File: src/rtl/leds_pkg.sv
// Shared defaults and sizing helper for the button-to-LED front end.
package leds_pkg;

  localparam int unsigned DEF_WIDTH           = 2;
  localparam int unsigned DEF_DEBOUNCE_CYCLES = 2;
  localparam int unsigned DEF_CNT_W           = 20;

  // Minimum counter width able to hold the value `cycles`.
  function automatic int unsigned cnt_bits(input int unsigned cycles);
    return (cycles < 2) ? 1 : $clog2(cycles + 1);
  endfunction

endpackage

File: src/rtl/debounce_bit.sv
// One button channel: two-flop synchroniser followed by a stability counter.
module debounce_bit
  import leds_pkg::*;
#(
  parameter int unsigned DEBOUNCE_CYCLES = DEF_DEBOUNCE_CYCLES,
  parameter int unsigned CNT_W           = DEF_CNT_W
) (
  input  logic clk,
  input  logic rst_n,
  input  logic din,
  output logic dout
);

  if (DEBOUNCE_CYCLES < 1 || CNT_W < cnt_bits(DEBOUNCE_CYCLES)) begin : g_bad_param
    $fatal(1, "debounce_bit: DEBOUNCE_CYCLES=%0d illegal for CNT_W=%0d", DEBOUNCE_CYCLES, CNT_W);
  end

  localparam logic [CNT_W-1:0] CntLast = CNT_W'(DEBOUNCE_CYCLES - 1);

  logic             s1_q, s2_q, st_q, st_d;
  logic [CNT_W-1:0] cnt_q, cnt_d;

  always_comb begin
    st_d  = st_q;
    cnt_d = '0;
    if (s2_q != st_q) begin
      if (cnt_q == CntLast) begin
        st_d = s2_q;
      end else begin
        cnt_d = cnt_q + CNT_W'(1);
      end
    end
  end

  always_ff @(posedge clk or negedge rst_n) begin
    if (!rst_n) begin
      s1_q  <= 1'b0;
      s2_q  <= 1'b0;
      st_q  <= 1'b0;
      cnt_q <= '0;
    end else begin
      s1_q  <= din;
      s2_q  <= s1_q;
      st_q  <= st_d;
      cnt_q <= cnt_d;
    end
  end

  assign dout = st_q;

endmodule

File: src/rtl/leds_ctrl.sv
// Button-to-LED front end: one debounced channel per button, optional LED inversion.
module leds_ctrl
  import leds_pkg::*;
#(
  parameter int unsigned WIDTH           = DEF_WIDTH,
  parameter int unsigned DEBOUNCE_CYCLES = DEF_DEBOUNCE_CYCLES,
  parameter int unsigned CNT_W           = DEF_CNT_W,
  parameter bit          INVERT          = 1'b0
) (
  input  logic             clk,
  input  logic             rst_n,
  input  logic [WIDTH-1:0] but,
  output logic [WIDTH-1:0] led
);

  logic [WIDTH-1:0] st;

  for (genvar i = 0; i < WIDTH; i++) begin : g_ch
    debounce_bit #(
      .DEBOUNCE_CYCLES(DEBOUNCE_CYCLES),
      .CNT_W          (CNT_W)
    ) u_db (
      .clk  (clk),
      .rst_n(rst_n),
      .din  (but[i]),
      .dout (st[i])
    );
  end

  // Driven only from registers, so reset forces led to the INVERT level.
  assign led = st ^ {WIDTH{INVERT}};

endmodule

File: config.mk
export PLATFORM = sky130hd
export DESIGN_NAME = leds_ctrl
export DESIGN_NICKNAME = d
export VERILOG_FILES = /design/src/rtl/leds_pkg.sv /design/src/rtl/debounce_bit.sv /design/src/rtl/leds_ctrl.sv
export SDC_FILE = /design/constraint.sdc
export NUM_CORES = 1
export LEC_CHECK = 0
export CAP_MARGIN = 0
export CORE_ASPECT_RATIO = 0.9
export CORE_UTILIZATION = 40
export DETAILED_ROUTE_END_ITERATION = 12
export DONT_BUFFER_PORTS = 1
export PLACE_DENSITY_LB_ADDON = 0.15
export SYNTH_ARGS = -nofsm -noshare
export SYNTH_HDL_FRONTEND = slang
export SYNTH_HIERARCHICAL = 1
export SYNTH_SLANG_ARGS = --single-unit
File: constraint.sdc
create_clock -name clk -period 1.99 [get_ports clk]
set_input_delay 0 -clock clk [delete_from_list [all_inputs] [get_ports clk]]
set_output_delay 0 -clock clk [all_outputs]
set_load 0.05 [all_outputs]
==> out/qor.csv, run 1 <==
stage,metric,value,unit
synthesis,syn_area,0.002352,mm²
route,wl_per_cell,14.61,µm
route,drtPass1Iterations,6,
setup_path,crit_path_end_kind,flip-flop,
synthesis,synth-seq-cells,46,
synthesis,synth_top_cells_by_area,"dfrtp_1, xor2_1, nor2_1",
clock_network,cts.clk_slew.worst_paths,0.10,ns
timing,finalSetupTns,0,ns
layout,n_antenna_cell,0,
synthesis,yosys.area.top_type_share,48.94,%
timing,fin_ws,0.2629,ns
power,peakVddDrop,543.7,µV
clock_network,worstSkewPairLatency,0.30,ns
power,power,2.290,mW
timing,drv_slew,0,
synthesis,ys_async_sr_fraction,100.0,%
clock_network,root_buffer,clkbuf_8,
layout,area_growth,8.936,%
grt,grt.total_usage,15.62,%
synthesis,synthCells,226,
route,via_per_inst,5.333,
power,leakage,1.033,nW
layout,nets,243,
die,start_util,41.56,%
timing,rsz0062_at_grt,false,
synthesis,syn_area_per_cell,10.41,µm²
timing,hold_violations,0,
timing,setup_viol,0,
die,coreArea,0.005660,mm²
synthesis,synth-seq-area-share,48.94,%
die,fp.dieH,74.75,µm
synthesis,ys_top_cells_by_count,"dfrtp_1, nor2_1, xor2_1, nand3_1",
clock_network,clock-sinks,46,
layout,drive_above_1_share,13.98,%
flow_run,maxCapViolations,0,
route,antenna_violating_nets_post_route,0,
die,die_x,82.84,µm
setup_path,critical_path_class,reg -> reg,
clock_network,ctsLongestPathBuffers,2,
setup_path,worstPathRequired,2.18,ns
synthesis,synth-main-ff-cell,dfrtp_1,
route,drcViolationCount,0,
setup_path,r2r_end,g_ch[1].u_db/dout$_DFFE_PN0P_,
grt,grt_max_degree,47,
clock_network,tritoncts,built,
place,gp_congestion,0.7466,
timing,fin_crit_sh,86.79,%
die,die_area,0.006192,mm²
synthesis,yosysWarningCount,6,
timing,clock.fmax,579.0,MHz
timing,worst_slew_pin_slew,0.3699,ns
setup_path,reg2reg_depth,6,
synthesis,synth_most_common_cell,dfrtp_1,
timing,finClkSkew,0.01407,ns
setup_path,cp-start-kind,flip-flop,
synthesis,yosysTopAreaCell,dfrtp_1,
route,vias,1632,
place,dp_slack,0.2763,ns
timing,relSlewSlack,75.11,%
route,routed_wl,4.471,mm
setup_path,regToRegSetupSlack,0.26,ns
die,num_rows,26,
min_path,hp-class,in -> async,
timing,whs,0.2033,ns
grt,overflow,0,
synthesis,synth_cell_types,31,
grt,grt_pass1_vias,1495,
grt,grt_pass1_wl,7.617,mm
place,portBuffers,0,
synthesis,synth_fp_nets,234,
grt,grt_antenna_before_repair,0,
route,drt_iter0_markers,82,
place,place_hpwl,3.103,mm
power,p_per_area,893.7,mW/mm²
layout,nFillCells,553,
timing,post-route-min-period,1.727,ns
setup_path,worstReg2RegStart,g_ch[1].u_db/cnt_q[1]$_DFF_PN0_,
die,ioPinCount,6,
setup_path,startpoint,g_ch[1].u_db/cnt_q[1]$_DFF_PN0_,
outcome,status,completed,
setup_path,critPathArrivalTime,1.92,ns
clock_network,post_cts_buffers,0,
setup_path,cp_max_fo,4,
clock_network,htree_levels,2,
clock_network,cts-buffers-inserted,5,
synthesis,synth-edff-count,0,
[worst max-delay path: stages (launching register included)]
cell and delay (ns):
dfrtp_1 0.42, inv_1 0.06, ha_1 0.14, nor4b_1 0.28, nand3_1 0.21, nor2_1 0.16
mux2_2 0.34
[power breakdown]
part           total, mW  leakage, nW  switching [mW]  internal (mW)
Combinational      0.648        0.363           0.404          0.244
Clock              0.572       0.0441           0.325          0.247
Sequential          1.07        0.626          0.0677           1.00
Total               2.29         1.03           0.796           1.49
[layout make-up]
cell class	count	area, µm²	area share, %
clock buffers	5	68.82	2.686
clock inverters	3	21.27	0.8301
inverters	4	15.01	0.5859
multi-input cells	168	1116	43.55
flip-flops and latches	46	1151	44.92
well taps	70	87.58	3.418
repair buffers	10	102.6	4.004
[per-stage QoR]
step | instances | utilization, % | instance area, µm²
after floorplan | 226 | - | 2352
after global placement | 294 | 42.66 | 2415
after detailed placement | 294 | 42.66 | 2415
after CTS | 306 | 45.27 | 2562
after global routing | 306 | 45.27 | 2562
final | 306 | 45.27 | 2562
[worst max path at each step]
stage                                  endpoint  slack, ns  depth (start not counted)
6_report          g_ch[1].u_db/dout$_DFFE_PN0P_       0.26                          6
5_1_grt           g_ch[1].u_db/dout$_DFFE_PN0P_       0.02                          6
3_5_place_dp      g_ch[0].u_db/dout$_DFFE_PN0P_       0.28                          6
3_3_place_gp      g_ch[1].u_db/dout$_DFFE_PN0P_       0.31                          6
2_1_floorplan  g_ch[0].u_db/cnt_q[12]$_DFF_PN0_       0.45                          7
4_1_cts           g_ch[0].u_db/dout$_DFFE_PN0P_       0.27                          6
[routing by layer]
metal,track usage (%),wire length [µm]
met1,25.12,2565
met2,20.86,1773
met3,3.289,101
met4,4.023,31
met5,0,0
[state kept, by name, summed over array words and instances (netlist names)]
| signal | flops |
|---|---|
| g_ch.u_db/cnt_q | 40 |
| g_ch.u_db/dout | 2 |
| g_ch.u_db/s1_q | 2 |
| g_ch.u_db/s2_q | 2 |
[cell usage in the layout (no fill, tap or decap), types with 3 or more instances in the layout]
cell           Yosys  layout
nand2_1           12      12
xnor2_1            8       8
nor2_1            30      30
ha_1               4       4
buf_4              2       6
a21oi_1            8       8
xor2_1            18      18
dfrtp_1           46      46
o21ai_0           10      10
clkbuf_8           0       5
and4_4             4       4
nand4_1           12      12
inv_1              4       4
nor4_1            10      10
nand3_1           14      14
or3_1             10      10
dlygate4sd3_1      0       3
[kinds of logic (layout without fill, tap and decap cells)]
group                    Yosys count  in the layout  synth area share [%]
buffers and inverters             12             22                 3.617
XOR/XNOR                          26             26                 9.681
AND/OR/NAND/NOR                  110            110                 27.34
flip-flops                        46             46                 48.94
multiplexers                       4              4                 1.808
AO/OA/AOI/OAI                     24             24                 6.490
adder cells (fa/ha/maj)            4              4                 2.128
[timing repair]
action                    4_1_cts  5_1_grt
gates resized for setup         0        0
hold endpoints to repair       48        0
hold buffers                    4        0
Power figures use the tool's default switching activity.
==> inputs of run 2 (changes only) <==
--- a/config.mk
+++ b/config.mk
@@ -10,7 +10,7 @@
 export CORE_UTILIZATION = 40
 export DETAILED_ROUTE_END_ITERATION = 12
 export DONT_BUFFER_PORTS = 1
-export PLACE_DENSITY_LB_ADDON = 0.15
+export PLACE_DENSITY = 0.64
 export SYNTH_ARGS = -nofsm -noshare
 export SYNTH_HDL_FRONTEND = slang
 export SYNTH_HIERARCHICAL = 1
==> out/qor.csv, run 2 (synthesized netlist as in run 1, its figures left out) <==
stage,metric,value,unit,change
power,leakage,1.044,nW,+1.1%
grt,grt_antenna_before_repair,0,,unchanged
flow_run,maxCapViolations,0,,unchanged
min_path,hp-class,in -> async,,
timing,hold_violations,0,,unchanged
place,place_area,0.002422,mm²,+0.31%
setup_path,r2r_end,g_ch[0].u_db/dout$_DFFE_PN0P_,,
grt,grt_pass1_vias,1466,,-1.9%
route,drcViolationCount,0,,unchanged
timing,clock.fmax,588.4,MHz,+1.6%
power,peakVddDrop,576.0,µV,+5.9%
place,place_hpwl,2.980,mm,-3.9%
power,power,2.312,mW,+0.95%
die,fp.dieH,74.75,µm,unchanged
route,wl_per_cell,13.84,µm,-5.3%
place,portBuffers,0,,unchanged
layout,area_growth,9.468,%,
die,start_util,41.56,%,unchanged
timing,fin_crit_sh,85.40,%,-1.4 points
route,routed_wl,4.248,mm,-5.0%
setup_path,critical_path_class,reg -> reg,,
timing,relSlewSlack,77.81,%,+2.7 points
clock_network,ctsLongestPathBuffers,2,,unchanged
route,vias,1678,,+2.8%
timing,finClkSkew,0.006295,ns,-0.007773 ns
grt,overflow,0,,unchanged
grt,grt.total_usage,14.27,%,-1.4 points
grt,grt_pass1_wl,7.079,mm,-7.1%
route,drtPass1Iterations,4,,-2
setup_path,cp_max_fo,4,,unchanged
clock_network,cts.clk_slew.worst_paths,0.09,ns,about the same
timing,worst_slew_pin_slew,0.3299,ns,-0.04008 ns
die,die_x,82.84,µm,unchanged
grt,grt_max_degree,47,,unchanged
route,drt_iter0_markers,96,,+17%
timing,drv_slew,0,,unchanged
layout,design_area,0.002575,mm²,+0.49%
setup_path,cp-start-kind,flip-flop,,
layout,nFillCells,573,,+3.6%
route,antenna_violating_nets_post_route,0,,unchanged
outcome,status,completed,,
setup_path,startpoint,g_ch[0].u_db/cnt_q[1]$_DFF_PN0_,,
setup_path,regToRegSetupSlack,0.29,ns,+0.03 ns
layout,nets,244,,+0.41%
timing,post-route-min-period,1.700,ns,-0.02758 ns
layout,drive_above_1_share,14.35,%,+0.36 points
clock_network,clock-sinks,46,,unchanged
setup_path,critPathArrivalTime,1.90,ns,-0.02 ns
die,ioPinCount,6,,unchanged
power,p_per_area,897.8,mW/mm²,+0.46%
die,num_rows,26,,unchanged
setup_path,crit_path_end_kind,flip-flop,,
clock_network,post_cts_resized,0,,unchanged
timing,rsz0062_at_grt,false,,
die,coreArea,0.005660,mm²,unchanged
setup_path,reg2reg_depth,6,,unchanged
layout,final_common_cell,dfrtp_1,,
place,gp_congestion,0.7979,,+6.9%
clock_network,tritoncts,built,,
layout,largest_reg_flops,40,,unchanged
setup_path,timing.critical_path.to,g_ch[0].u_db/dout$_DFFE_PN0P_,,
place,dp.cells,295,,+0.34%
layout,final_cells,307,,+0.33%
clock_network,root_buffer,clkbuf_8,,
setup_path,worstPathRequired,2.19,ns,about the same
timing,finalSetupTns,0,ns,unchanged
clock_network,worstSkewPairLatency,0.30,ns,about the same
die,die_area,0.006192,mm²,unchanged
timing,setup_viol,0,,unchanged
layout,regMostFlops,g_ch.u_db/cnt_q,,
setup_path,worstReg2RegStart,g_ch[0].u_db/cnt_q[1]$_DFF_PN0_,,
layout,mostFrequentLayoutCells,"dfrtp_1, nor2_1, xor2_1",,
clock_network,cts-buffers-inserted,5,,unchanged
layout,n_antenna_cell,0,,unchanged
layout,fin_util,45.49,%,+0.22 points
clock_network,htree_levels,2,,unchanged
route,via_per_inst,5.466,,+2.5%
==> run 2: repair_timing <==
| action | 4_1_cts | 5_1_grt |
|---|---|---|
| hold endpoints to repair | 48 | 0 |
| setup buffers | 0 | 0 |
| hold buffers | 4 | 0 |
==> run 2: layer usage <==
metal	wire (µm)	track usage, %
met3	158	3.728
met1	2224	21.17
met5	0	0
met2	1829	20.49
met4	36	4.215
==> run 2: how the worst min path moves through the flow <==
stage,start,end,slack (ns)
CTS,rst_n,g_ch[1].u_db/cnt_q[0]$_DFF_PN0_,0.20
global placement,rst_n,g_ch[1].u_db/cnt_q[17]$_DFF_PN0_,-0.29
finish,rst_n,g_ch[1].u_db/cnt_q[16]$_DFF_PN0_,0.20
floorplan,rst_n,g_ch[0].u_db/cnt_q[0]$_DFF_PN0_,-0.30
global route,but[1],g_ch[1].u_db/s1_q$_DFF_PN0_,0.23
detailed placement,rst_n,g_ch[1].u_db/cnt_q[17]$_DFF_PN0_,-0.29
==> run 2: layout make-up <==
type                       count  area (µm²)  area share, %
clock buffer                   5       68.82          2.672
tap                           70       87.58          3.401
inverter                       4       15.01         0.5831
sequential                    46        1151          44.70
timing repair buffer          11       110.1          4.276
multi-input combinational    168        1116          43.34
clock inverter                 3       26.28          1.020
==> run 2: where the power goes <==
part           internal, mW  leakage, nW  total [mW]  switching, mW
clock network         0.261       0.0495       0.602          0.341
registers              1.00        0.626        1.07         0.0703
logic                 0.244        0.369       0.637          0.393
==> run 2: stage by stage <==
step,setup WS (ns),hold WS [ns]
3_5_place_dp,0.3114,-0.2938
5_1_grt,0.1850,0.2276
2_1_floorplan,0.4508,-0.2956
6_report,0.2905,0.1963
3_3_place_gp,0.3981,-0.2940
4_1_cts,0.2846,0.2012
==> run 2: worst max-delay path, stage by stage (launching register included) <==
cell and delay, ns:
dfrtp_1 0.42, inv_1 0.07, ha_1 0.13, nor4b_1 0.26, nand3_1 0.21, nor2_1 0.17, mux2_2 0.34
==> inputs of run 3 (changes only) <==
--- a/config.mk
+++ b/config.mk
@@ -6,11 +6,13 @@
 export NUM_CORES = 1
 export LEC_CHECK = 0
 export CAP_MARGIN = 0
+export CELL_PAD_IN_SITES_DETAIL_PLACEMENT = 1
+export CELL_PAD_IN_SITES_GLOBAL_PLACEMENT = 1
 export CORE_ASPECT_RATIO = 0.9
 export CORE_UTILIZATION = 40
 export DETAILED_ROUTE_END_ITERATION = 12
 export DONT_BUFFER_PORTS = 1
-export PLACE_DENSITY = 0.64
+export PLACE_DENSITY = 0.75
 export SYNTH_ARGS = -nofsm -noshare
 export SYNTH_HDL_FRONTEND = slang
 export SYNTH_HIERARCHICAL = 1
==> out/qor.csv, run 3 (synthesized netlist as in run 1, its figures left out) <==
stage,metric,value,unit,change
die,die_x,82.84,µm,unchanged
flow_run,maxCapViolations,0,,unchanged
grt,grt.total_usage,17.12,%,+2.9 points
route,drt_iter0_markers,78,,-19%
setup_path,critical_path_class,reg -> reg,,
route,vias,1690,,+0.72%
setup_path,crit_path_end_kind,flip-flop,,
timing,rsz0062_at_grt,false,,
layout,final_common_cell,dfrtp_1,,
die,ioPinCount,6,,unchanged
timing,hold_violations,0,,unchanged
place,portBuffers,0,,unchanged
timing,post-route-min-period,1.691,ns,-0.008266 ns
layout,mostFrequentLayoutCells,"dfrtp_1, nor2_1, xor2_1",,
clock_network,cts.clk_slew.worst_paths,0.09,ns,about the same
grt,grt_antenna_before_repair,0,,unchanged
clock_network,root_buffer,clkbuf_8,,
route,via_per_inst,5.523,,+1.0%
grt,grt_pass1_vias,1709,,+17%
timing,setup_viol,0,,unchanged
layout,regMostFlops,g_ch.u_db/cnt_q,,
timing,worst_slew_pin_slew,0.3781,ns,+0.04829 ns
timing,drv_slew,0,,unchanged
route,antenna_violating_nets_post_route,0,,unchanged
clock_network,ctsLongestPathBuffers,2,,unchanged
clock_network,tritoncts,built,,
timing,whs,0.2008,ns,+0.004456 ns
timing,finClkSkew,0.006809,ns,+0.0005141 ns
grt,grt_max_degree,47,,unchanged
outcome,status,completed,,
timing,finalSetupTns,0,ns,unchanged
clock_network,htree_levels,2,,unchanged
die,start_util,41.56,%,unchanged
setup_path,critPathArrivalTime,1.87,ns,-0.03 ns
route,routed_wl,4.830,mm,+14%
die,die_area,0.006192,mm²,unchanged
place,gp_congestion,0.8003,,+0.30%
grt,grt_pass1_wl,8.452,mm,+19%
timing,relSlewSlack,74.56,%,-3.2 points
setup_path,cp-start-kind,flip-flop,,
clock_network,post_cts_resized,0,,unchanged
setup_path,cp_max_fo,14,,+10
power,power,2.319,mW,+0.32%
power,leakage,1.040,nW,-0.38%
place,place_hpwl,3.455,mm,+16%
route,wl_per_cell,15.78,µm,+14%
layout,area_growth,9.309,%,
layout,largest_reg_flops,40,,unchanged
setup_path,worstPathRequired,2.17,ns,-0.02 ns
route,drcViolationCount,0,,unchanged
route,drtPass1Iterations,4,,unchanged
layout,drive_above_1_share,13.56,%,-0.79 points
grt,overflow,0,,unchanged
power,p_per_area,901.9,mW/mm²,+0.46%
die,coreArea,0.005660,mm²,unchanged
power,peakVddDrop,778.0,µV,+35%
clock_network,cts-buffers-inserted,5,,unchanged
die,fp.dieH,74.75,µm,unchanged
layout,n_antenna_cell,0,,unchanged
clock_network,clock-sinks,46,,unchanged
clock_network,worstSkewPairLatency,0.30,ns,about the same
min_path,hp-class,in -> async,,
timing,fin_crit_sh,84.99,%,-0.42 points
layout,nets,243,,-0.41%
die,num_rows,26,,unchanged
timing,clock.fmax,591.3,MHz,+0.49%
## run 3: cell types whose count changed in the layout (fill, tap and decap cells not counted)
| cell | before | now |
|---|---|---|
| clkbuf_1 | 0 | 1 |
| clkinv_2 | 0 | 1 |
| clkinv_4 | 0 | 1 |
| buf_4 | 7 | 5 |
| buf_12 | 0 | 1 |
| inv_6 | 3 | 0 |
## run 3: cell type report
| type | count | area, µm² |
|---|---|---|
| multi-input combinational | 168 | 1116 |
| clock buffer | 6 | 72.57 |
| sequential | 46 | 1151 |
| timing repair buffer | 10 | 115.1 |
| tap | 70 | 87.58 |
| fill | 660 | 3089 |
| clock inverter | 2 | 13.76 |
| inverter | 4 | 15.01 |
## run 3: final timing paths
kind | startpoint | end | slack [ns] | cells past startpoint
setup / recovery | g_ch[1].u_db/cnt_q[1]$_DFF_PN0_ | g_ch[1].u_db/cnt_q[11]$_DFF_PN0_ | 0.30 | 7
hold / removal | rst_n | g_ch[1].u_db/cnt_q[8]$_DFF_PN0_ | 0.20 | 2
setup reg to reg | g_ch[1].u_db/cnt_q[1]$_DFF_PN0_ | g_ch[1].u_db/cnt_q[11]$_DFF_PN0_ | 0.30 | 7
hold reg to reg | g_ch[1].u_db/s1_q$_DFF_PN0_ | g_ch[1].u_db/s2_q$_DFF_PN0_ | 0.36 | 0
max in group asynchronous | rst_n | g_ch[1].u_db/cnt_q[16]$_DFF_PN0_ | 1.58 | 2
min in group clk | but[1] | g_ch[1].u_db/s1_q$_DFF_PN0_ | 0.25 | 1
## run 3: routing by layer
| layer | GRT usage (%) | wire length [µm] | part of all wire, % |
|---|---|---|---|
| met1 | 24.58 | 2568 | 53 |
| met2 | 26.23 | 2136 | 44 |
| met3 | 3.399 | 88 | 1.8 |
| met4 | 5.747 | 37 | 0.77 |
| met5 | 0 | 0 | 0 |
## run 3: timing repair
item	4_1_cts	5_1_grt
endpoints found under the setup margin	0	0
hold buffers	4	0
endpoints found under the hold margin	48	0
buffers inserted	0	0
## run 3: critical path, cell delays in order, from the launching register on
cell and delay, ns:
dfrtp_1 0.42, inv_1 0.07, ha_1 0.14, nor4b_1 0.22, nand3_1 0.19, o21ai_4 0.30, buf_12 0.18, a21oi_1 0.05
## run 3: per-stage QoR
| stage | std cells | cell area, µm² | setup WS, ns | utilization, % |
|---|---|---|---|---|
| 6_report | 306 | 2571 | 0.2987 | 45.42 |
| 5_1_grt | 306 | 2571 | 0.1668 | 45.42 |
| 4_1_cts | 306 | 2571 | 0.2726 | 45.42 |
| 3_5_place_dp | 294 | 2427 | 0.2969 | 42.88 |
| 3_3_place_gp | 294 | 2427 | 0.2773 | 42.88 |
| 2_1_floorplan | 226 | 2352 | 0.4508 | - |
## run 3: power by group
| group | switching [mW] | leakage (nW) | internal (mW) |
|---|---|---|---|
| Combinational | 0.413 | 0.369 | 0.263 |
| Clock | 0.320 | 0.0452 | 0.248 |
| Sequential | 0.0720 | 0.626 | 1.00 |
